[config.mk]
export PLATFORM = sky130hd
export DESIGN_NAME = count_monitor
export DESIGN_NICKNAME = d
export VERILOG_FILES = /design/src/rtl/count_monitor.sv
export SDC_FILE = /design/constraint.sdc
export NUM_CORES = 1
export LEC_CHECK = 0
export BUFFER_PORTS_ARGS = -buffer_cell sky130_fd_sc_hd__buf_2
export CAP_MARGIN = 10
export CORE_ASPECT_RATIO = 0.6
export CORE_UTILIZATION = 45
export DETAILED_ROUTE_END_ITERATION = 7
export PLACE_DENSITY = 0.73
export SLEW_MARGIN = 0
export SYNTH_ARGS = -nofsm -noshare
export SYNTH_HDL_FRONTEND = slang
export SYNTH_SLANG_ARGS = --single-unit
[constraint.sdc]
create_clock -name clk -period 2.4 [get_ports clk]
set_input_delay 0.24 -clock clk [delete_from_list [all_inputs] [get_ports clk]]
set_output_delay 0.24 -clock clk [all_outputs]
set_load 0.005 [all_outputs]
[src/rtl/count_monitor.sv]
// count_monitor: classifies counter steps and queues wrap/reset/skip records in a show-ahead FIFO
module count_monitor #(
  parameter int CNT_W = 4,
  parameter int WRAP_W = 8,
  parameter int DEPTH = 4
) (
  input  logic                      clk,
  input  logic                      rst,
  input  logic                      clr,
  input  logic                      cnt_en,
  input  logic [CNT_W-1:0]          cnt_in,
  output logic                      ev_valid,
  input  logic                      ev_ready,
  output logic [2+CNT_W+WRAP_W-1:0] ev_data,
  output logic [WRAP_W-1:0]         wrap_count,
  output logic                      err_sticky,
  output logic                      overflow
);
  localparam int DW = 2 + CNT_W + WRAP_W;
  localparam int AW = $clog2(DEPTH);
  typedef enum logic {IDLE, TRACK} state_t;
  state_t state, state_nxt;
  logic [CNT_W-1:0] prev;
  logic [DW-1:0] mem [DEPTH];
  logic [AW-1:0] wr_ptr, rd_ptr;
  logic [AW:0] used;
  logic hold, normal, wrap, creset, ev, push, pop, full;
  logic [1:0] typ;
  logic [WRAP_W-1:0] wrap_nxt;
  always_comb begin
    state_nxt = cnt_en ? TRACK : state;
    hold = cnt_in == prev;
    normal = prev != '1 && cnt_in == prev + 1'b1;
    wrap = prev == '1 && cnt_in == '0;
    creset = cnt_in == '0 && prev != '0 && prev != '1;
    ev = state == TRACK && cnt_en && !hold && !normal;
    typ = wrap ? 2'b01 : creset ? 2'b10 : 2'b11;
    wrap_nxt = wrap_count + WRAP_W'(ev && wrap);
    full = used == (AW+1)'(DEPTH);
    ev_valid = used != '0;
    ev_data = ev_valid ? mem[rd_ptr] : '0;
    pop = ev_valid && ev_ready;
    push = ev && (!full || pop);
  end
  always_ff @(posedge clk) begin
    if (rst || clr) begin
      state <= IDLE;
      prev <= '0;
      wrap_count <= '0;
      err_sticky <= 1'b0;
      overflow <= 1'b0;
      wr_ptr <= '0;
      rd_ptr <= '0;
      used <= '0;
    end else begin
      state <= state_nxt;
      if (cnt_en) prev <= cnt_in;
      wrap_count <= wrap_nxt;
      if (ev && typ == 2'b11) err_sticky <= 1'b1;
      if (ev && !push) overflow <= 1'b1;
      if (push) wr_ptr <= wr_ptr + 1'b1;
      if (pop) rd_ptr <= rd_ptr + 1'b1;
      used <= used + (AW+1)'(push) - (AW+1)'(pop);
    end
  end
  always_ff @(posedge clk)
    if (push) mem[wr_ptr] <= {typ, wrap_nxt, cnt_in};
endmodule

## Word-level counts from Yosys, hierarchy flattened

Memory sizes are Yosys's and may differ from the RTL's. A register that Yosys moved wholly into a read port is not among the register bits.
Index checks and enable logic that the tools add are counted.

- Flip-flop bits (word level): 22
- Bits in writable memories: 56
- Bits of input ports: 9
- Word-level logic and storage cells: 49
- Memories: 1

- Add/sub/neg operators: 6
- Eq/ne operators: 6
- Multiplexer cells: 7
- Reductions and logical operators: 21

Memory list:

| name | words | width | rd ports | clocked after Yosys merged registers in | write ports | line | text |
|---|---|---|---|---|---|---|---|
| mem | 4 | 14 | 1 | 1 | 1 | 24 | `logic [DW-1:0] mem [DEPTH];` |

Operators by type and width:

| kind | number |
|---|---|
| 2-to-1 mux 14 bit | 1 |
| logical AND 1 bit | 12 |
| adder 8 x 1 -> 8 bit | 1 |
| equality test 4 bit | 2 |
| 2-to-1 mux 2 bit | 3 |
| adder 2 x 1 -> 2 bit, second input constant | 2 |
| adder 4 x 1 -> 4 bit, second input constant | 1 |
| equality test 4 bit, second input constant | 1 |
| zero test 1 bit | 4 |
| zero test 4 bit | 1 |
| inequality test 4 bit, second input constant | 1 |
| nonzero test 4 bit | 1 |
| adder 3 x 1 -> 3 bit | 1 |
| equality test 3 bit, second input constant | 1 |
| 2-to-1 mux 1 bit | 3 |
| nonzero test 3 bit | 1 |
| subtractor 3 x 1 -> 3 bit | 1 |
| equality test 2 bit, second input constant | 1 |
| logical OR 1 bit | 2 |

## Logic depth before layout (Yosys ltp)

Gate-level depths: netlist (run 1).

- Depth in word-level cells: 8
- Gate-level depth with buffers: 15
- Mapped depth without buffers: 15

## Least setup slack after synthesis (run 1)

OpenSTA, ideal clock, no wires.

- Kind: reg2reg
- Start point: reg prev[0]
- End point: reg used[2]
- Setup time: 0.128 ns
- Data arrival time: 2.520 ns
- Data required time: 2.272 ns
- Slack: -0.248 ns
- Cell stages (with the launch flop): 15
- Path buffers: 0
- Clock period less this slack: 2.648 ns
- Cells stage by stage: dfxtp_1 -> ha_1 -> xor2_1 -> o211a_2 -> o31ai_4 -> nor2_1 -> inv_1 -> ha_1 -> inv_1 -> ha_1 -> inv_1 -> fa_1 -> xor2_1 -> xnor2_1 -> nor2_1

- Cells in the longest elaborated chain, start to end: 8

Ends and longest elaborated chain:

| what | line | text |
|---|---|---|
| start: declaration | 23 | `logic [CNT_W-1:0] prev;` |
| start signal: assignment | 57 | `if (cnt_en) prev <= cnt_in;` |
| adder 4 x 1 -> 4 bit | 33 | `normal = prev != '1 && cnt_in == prev + 1'b1;` |
| equality test 4 bit | 33 |  |
| logical AND 1 bit | 33 |  |
| zero test 1 bit | 36 | `ev = state == TRACK && cnt_en && !hold && !normal;` |
| logical AND 1 bit (*) | 36 |  |
| logical AND 1 bit (*) | 43 | `push = ev && (!full \|\| pop);` |
| adder 3 x 1 -> 3 bit (*) | 63 | `used <= used + (AW+1)'(push) - (AW+1)'(pop);` |
| subtractor 3 x 1 -> 3 bit (*) | 63 |  |
| end signal: assignment | 63 |  |
| end: declaration | 26 | `logic [AW:0] used;` |

Mark *: on every way between the ends. The rest lies on a longest branch, timed or not.
A chain may end at the register's enable or synchronous reset.

## Final worst setup path (run 1)

Same ends and word-level chain as after synthesis.

==> metrics, run 1 <==
share of cells above drive strength 1 a little under two fifths; Initial Util 48.2%; Fin. Hold Viols 0; EDFF count, synth 56; Worst VDD drop 0.440 mV; fin crit share 107%; Syn Area/Cell 15.3 um2; max frequency 389 MHz; Lkg Pwr 1.70 nW; clock-pin slew on the worst setup and hold paths ~0.060 ns; slowest stage delay, CP between 0.3 and 0.4 ns; Hold/Removal Path Class input port to register; Setup crit end used[2]; via count 1,960; GP Congestion 0.800; overall routed net length 6.38 mm; hold_buf cts 0; Final Power 2.91 mW; R2R cell count 15; vias in the first global route 1,905; MaxCap Viol Count 0; Syn Nets around 240; fillers 534; row cnt 23; clk_skew 0.00483 ns; leading cell types in the layout, fill and taps excluded 56 x edfxtp_1, 33 x buf_2, 33 x buf_4; Detail Route Antenna Nets 0; IO buf count 33; worst r2r src prev[0]; first-pass GRT wire length 9.92 mm; initial antenna violation count 0; detailed-route wire length per cell 16.2 um; HPWL after detailed placement 4.34 mm; Worst Tran Pin Value about 0.67 ns; crit path launch prev[0]; RR Endpoint used[2]; clk sink count 80; Setup crit start kind register; RSZ-0062 raised after global routing true; Initial DRT Pass Iterations 4; ranking of synthesized cells by area edfxtp_1 50%, dfxtp_1 14%, mux4_2 9.4%; synthesized area 3340 um2; final setup margin -0.169 ns; Setup TNS -0.217 ns; Buf/Inv on CP 4; r2r setup slk -0.17 ns; CTS tree done; die area 7790 um2; H-Tree Depth 3; Die X 113 um; critical path's top delay family adder cells; Slew HR 55.2%; failing checks setup timing; Synth-to-Final Area Change 25.9%; CP Capture Type register; die height a little under 70 um; critical path class register to register; Synth area leader edfxtp_1; CP max-delay cell dfxtp_4; GRT Resource Usage Total 18.5%; area share of the largest cell type after synthesis 50.3%; required time of the worst setup path 2.61 ns; ANT cells 0; Final Max Tran Viols 0; Finished Layout Cells 395; register area share after synthesis ~65%; CTS max path bufs 2; commonest non-fill, non-tap cell in the layout edfxtp_1; Final nets slightly above 300; storage element area 2170 um2; status finished, violations left; Cell Pwr Density around 690 nW/um2; vias per inst 4.96; number of synthesized register bits 80; placed cells 376; Critical Path AT 2.78 ns; clk_lat worst skew 0.33 ns; CP Cell Sequence ha_4, buf_6, nand4bb_1, o211a_4, o31ai_4, nor2_1, inv_1, ha_1, inv_1, ha_2, inv_2, fa_2, xor2_1, xnor2_1, nor2_1; Main synth FF type edfxtp_1; Num CTS Buffers 9; Mapped Cells 219; post-synthesis async set-or-reset flop share 0%; CTS root buffer clkbuf_16; Cell variety after synth 33; I/O Pins 34; Multi-input gate area 1180 um2; DRC violations left 0; CP max FO 4; Ys Warns 0; largest net degree at the start of global routing 16; CORE AREA 6940 um2; WP depth 15; Initial DRC Count 102; Final Critical Period 2.57 ns; GRT overflow 0; final setup fails 2
==> how the worst min path moves through the flow <==
stage | from | endpoint | depth (start not counted)
floorplan | cnt_in[0] | mem[0][0] | 0
global placement | state | state | 2
detailed placement | state | state | 2
CTS | cnt_in[2] | prev[2] | 3
global route | cnt_in[3] | mem[0][3] | 2
finish | cnt_in[1] | prev[1] | 3
==> flip-flops by register name, summed over array words and instances (netlist names), named ones only <==
| signal | cells |
|---|---|
| err_sticky | 1 |
| used | 3 |
| overflow | 1 |
| mem | 56 |
| rd_ptr | 2 |
| wrap_count | 8 |
| wr_ptr | 2 |
| prev | 4 |
| state | 1 |
==> cells by family (layout without fill, tap and decap cells) <==
logic type / Yosys count / count (layout) / share of synthesized area, %
AND/OR/NAND/NOR: 68 / 68 / 11.2
AO/OA/AOI/OAI: 11 / 11 / 3.07
flip-flops: 80 / 80 / 64.7
multiplexers: 18 / 18 / 10.6
XOR/XNOR: 17 / 17 / 4.45
adder cells (fa/ha/maj): 11 / 11 / 4.34
buffers and inverters: 14 / 90 / 1.68
==> routing by layer <==
metal  global-route usage [%]  up-vias  wire (um)
met5                        0        -          0
met4                     7.89        0        106
met3                     6.38       10        406
met2                     28.8       47       2760
met1                     24.1      960       3110
li1                         -      943          -
==> where the power goes <==
group,internal (mW),switching [mW]
Clock,0.793,0.509
Sequential,1.47,0.00618
Combinational,0.0663,0.0667
==> Yosys cell counts, types with 4 or more instances <==
master    number
xor2_1        10
clkbuf_1       4
mux2i_1        4
nand2_1        5
mux4_2        14
dfxtp_1       24
nor2_1        17
and3_1         4
inv_1          7
xnor2_1        7
edfxtp_1      56
and2_1        25
ha_1          10
nand3_1        8
==> final cells by class <==
| class | count | area share [%] |
|---|---|---|
| Inverter | 7 | 0.624 |
| Clock inverter | 7 | 1.49 |
| Clock buffer | 9 | 5.35 |
| Sequential cell | 80 | 51.5 |
| Tap cell | 100 | 2.97 |
| Multi-Input combinational cell | 125 | 28.0 |
| Timing Repair Buffer | 67 | 10.1 |
==> per-stage QoR <==
step	util (%)	worst slack (ns)	area, um2	hold WS [ns]
6_report	60.7	-0.169	4210	0.246
5_1_grt	60.7	-0.349	4210	0.277
4_1_cts	60.0	-0.174	4160	0.230
3_5_place_dp	55.4	-0.218	3840	0.458
3_3_place_gp	55.4	-0.153	3840	0.446
2_1_floorplan	-	-0.183	3350	0.339
==> worst min-delay path: cells and delay by family <==
kind	cells	cell delay [ns]
multiplexers	1	0.09
AND/OR/NAND/NOR	1	0.07
buffers and inverters	1	0.15
==> timing repair <==
action | CTS | global route
gates cloned | 0 | 0
setup endpoints to repair | 2 | 2
gates resized for setup | 2 | 9
setup buffers | 2 | 1
pin swaps | 4 | 1
Power figures use the tool's default switching activity.
==> run 2: changes to the inputs <==
--- a/config.mk
+++ b/config.mk
@@ -10,6 +10,7 @@
 export CORE_ASPECT_RATIO = 0.6
 export CORE_UTILIZATION = 45
 export DETAILED_ROUTE_END_ITERATION = 7
+export MAX_ROUTING_LAYER = met4
 export PLACE_DENSITY = 0.73
 export SLEW_MARGIN = 0
 export SYNTH_ARGS = -nofsm -noshare
==> metrics, run 2 (synthesized netlist as in run 1, its figures left out) <==
Worst Tran Pin Value 0.664 ns (-0.00662 ns); vias per inst 4.89 (-1.4%); Critical Path AT 2.78 ns (about the same); Initial DRC Count 133 (+30%); Initial DRT Pass Iterations 4 (unchanged); I/O Pins 34 (unchanged); Final Critical Period 2.57 ns (-0.00229 ns); MaxCap Viol Count 0 (unchanged); hold wc startpoint cnt_in[1]; vias in the first global route 1,897 (-0.42%); clk_skew 0.00431 ns (-0.000515 ns); GP Congestion 0.811 (+1.5%); Final nets 310 (unchanged); fillers 534 (unchanged); RSZ-0062 raised after global routing true; slowest stage delay, CP 0.37 ns (about the same); final setup fails 2 (unchanged); H-Tree Depth 3 (unchanged); Setup crit start kind register; Detail Route Antenna Nets 0 (unchanged); crit path launch prev[0]; detailed-route wire length per cell 16.0 um (-0.74%); share of cells above drive strength 1 38.3% (unchanged); R2R cell count 15 (unchanged); CP max-delay cell dfxtp_4; ANT cells 0 (unchanged); initial antenna violation count 0 (unchanged); Cell Pwr Density 691 nW/um2 (-0.14%); Hold/Removal Path Class input port to register; CP Capture Type register; first-pass GRT wire length 9.92 mm (about the same); die area 7790 um2 (unchanged); Lkg Pwr 1.70 nW (unchanged); Synth-to-Final Area Change 25.9% (unchanged); status finished, violations left; storage element area 2170 um2 (unchanged); Largest register FFs 56 (unchanged); Setup TNS -0.214 ns (+0.00321 ns); failing checks setup timing; overall routed net length 6.34 mm (-0.74%); GRT overflow 0 (unchanged); critical path's top delay family adder cells; CTS max path bufs 2 (unchanged); Final Max Tran Viols 0 (unchanged); WP depth 15 (unchanged); Finished Layout Cells 395 (unchanged); Fin. Hold Viols 0 (unchanged); CTS tree done; clk_lat worst skew 0.33 ns (about the same); largest registers mem (56), wrap_count (8), prev (4); DP Worst Slack -0.218 ns (unchanged); largest register by flop count mem; IO buf count 33 (unchanged); fin crit share 107% (about the same); leading cell types in the layout, fill and taps excluded 56 x edfxtp_1, 33 x buf_2, 33 x buf_4; Initial Util 48.2% (unchanged); GRT Resource Usage Total 19.1% (+0.60 points); Slew HR 55.6% (+0.44 points); via count 1,932 (-1.4%); commonest non-fill, non-tap cell in the layout edfxtp_1; final setup margin -0.167 ns (+0.00229 ns); largest net degree at the start of global routing 16 (unchanged); critical path class register to register; DRC violations left 0 (unchanged); clock-pin slew on the worst setup and hold paths 0.06 ns (about the same); Die X 113 um (unchanged); CP max FO 4 (unchanged); die height 68.8 um (unchanged); Buf/Inv on CP 4 (unchanged); Multi-input gate area 1180 um2 (unchanged); placed cells 376 (unchanged); WHS Path Cells 3 (unchanged); clk sink count 80 (unchanged); HPWL after detailed placement 4.34 mm (unchanged); CP Cell Sequence ha_4, buf_6, nand4bb_1, o211a_4, o31ai_4, nor2_1, inv_1, ha_1, inv_1, ha_2, inv_2, fa_2, xor2_1, xnor2_1, nor2_1; CORE AREA 6940 um2 (unchanged); worst r2r src prev[0]; required time of the worst setup path 2.61 ns (about the same); Num CTS Buffers 9 (unchanged); row cnt 23 (unchanged); max frequency 390 MHz (about the same); CTS root buffer clkbuf_16; Worst VDD drop 0.436 mV (-0.92%)
-- run 2: cell counts in the layout (fill, tap and decap cells not counted) --
No cell type changed its count.
-- run 2: what timing repair did --
action / 4_1_cts / 5_1_grt
resized for setup: 2 / 9
hold buffers: 0 / 0
buffers inserted: 2 / 1
setup endpoints to repair: 2 / 2
pin swaps: 4 / 1
-- run 2: worst paths after layout --
check,to,slack (ns)
worst max-delay path,used[2],-0.17
worst min-delay path,prev[1],0.25
worst max register to register,used[2],-0.17
worst min register to register,state,0.47
-- run 2: layout make-up --
| class | count | share of cell area, % |
|---|---|---|
| repair buffers | 67 | 10.1 |
| inverters | 7 | 0.624 |
| clock inverters | 7 | 1.49 |
| clock buffers | 9 | 5.35 |
| well taps | 100 | 2.97 |
| multi-input cells | 125 | 28.0 |
| flip-flops and latches | 80 | 51.5 |
-- run 2: power by group --
part           total [mW]  internal (mW)  switching, mW
combinational       0.133         0.0663         0.0664
clock                1.30          0.793          0.505
sequential           1.48           1.47        0.00622
total                2.91           2.33          0.578
-- run 2: worst min-delay path, stage by stage --
cell,delay [ns]
buf_2,0.15
mux2i_1,0.09
nor2_1,0.07
-- run 2: per-stage QoR --
stage | utilization, % | hold slack, ns | cell area (um2) | power [mW]
CTS | 60.0 | 0.230 | 4160 | 2.94
floorplan | - | 0.339 | 3350 | 1.57
detailed placement | 55.4 | 0.458 | 3840 | 1.63
finish | 60.7 | 0.246 | 4210 | 2.91
global route | 60.7 | 0.277 | 4210 | 3.02
global placement | 55.4 | 0.446 | 3840 | 1.63
-- run 2: metal layers --
layer	global-route usage [%]	wire length, um	vias up
met4	7.89	106	0
met2	28.8	2710	59
met5	-	0	-
met3	6.38	587	9
li1	-	-	943
met1	24.2	2940	921
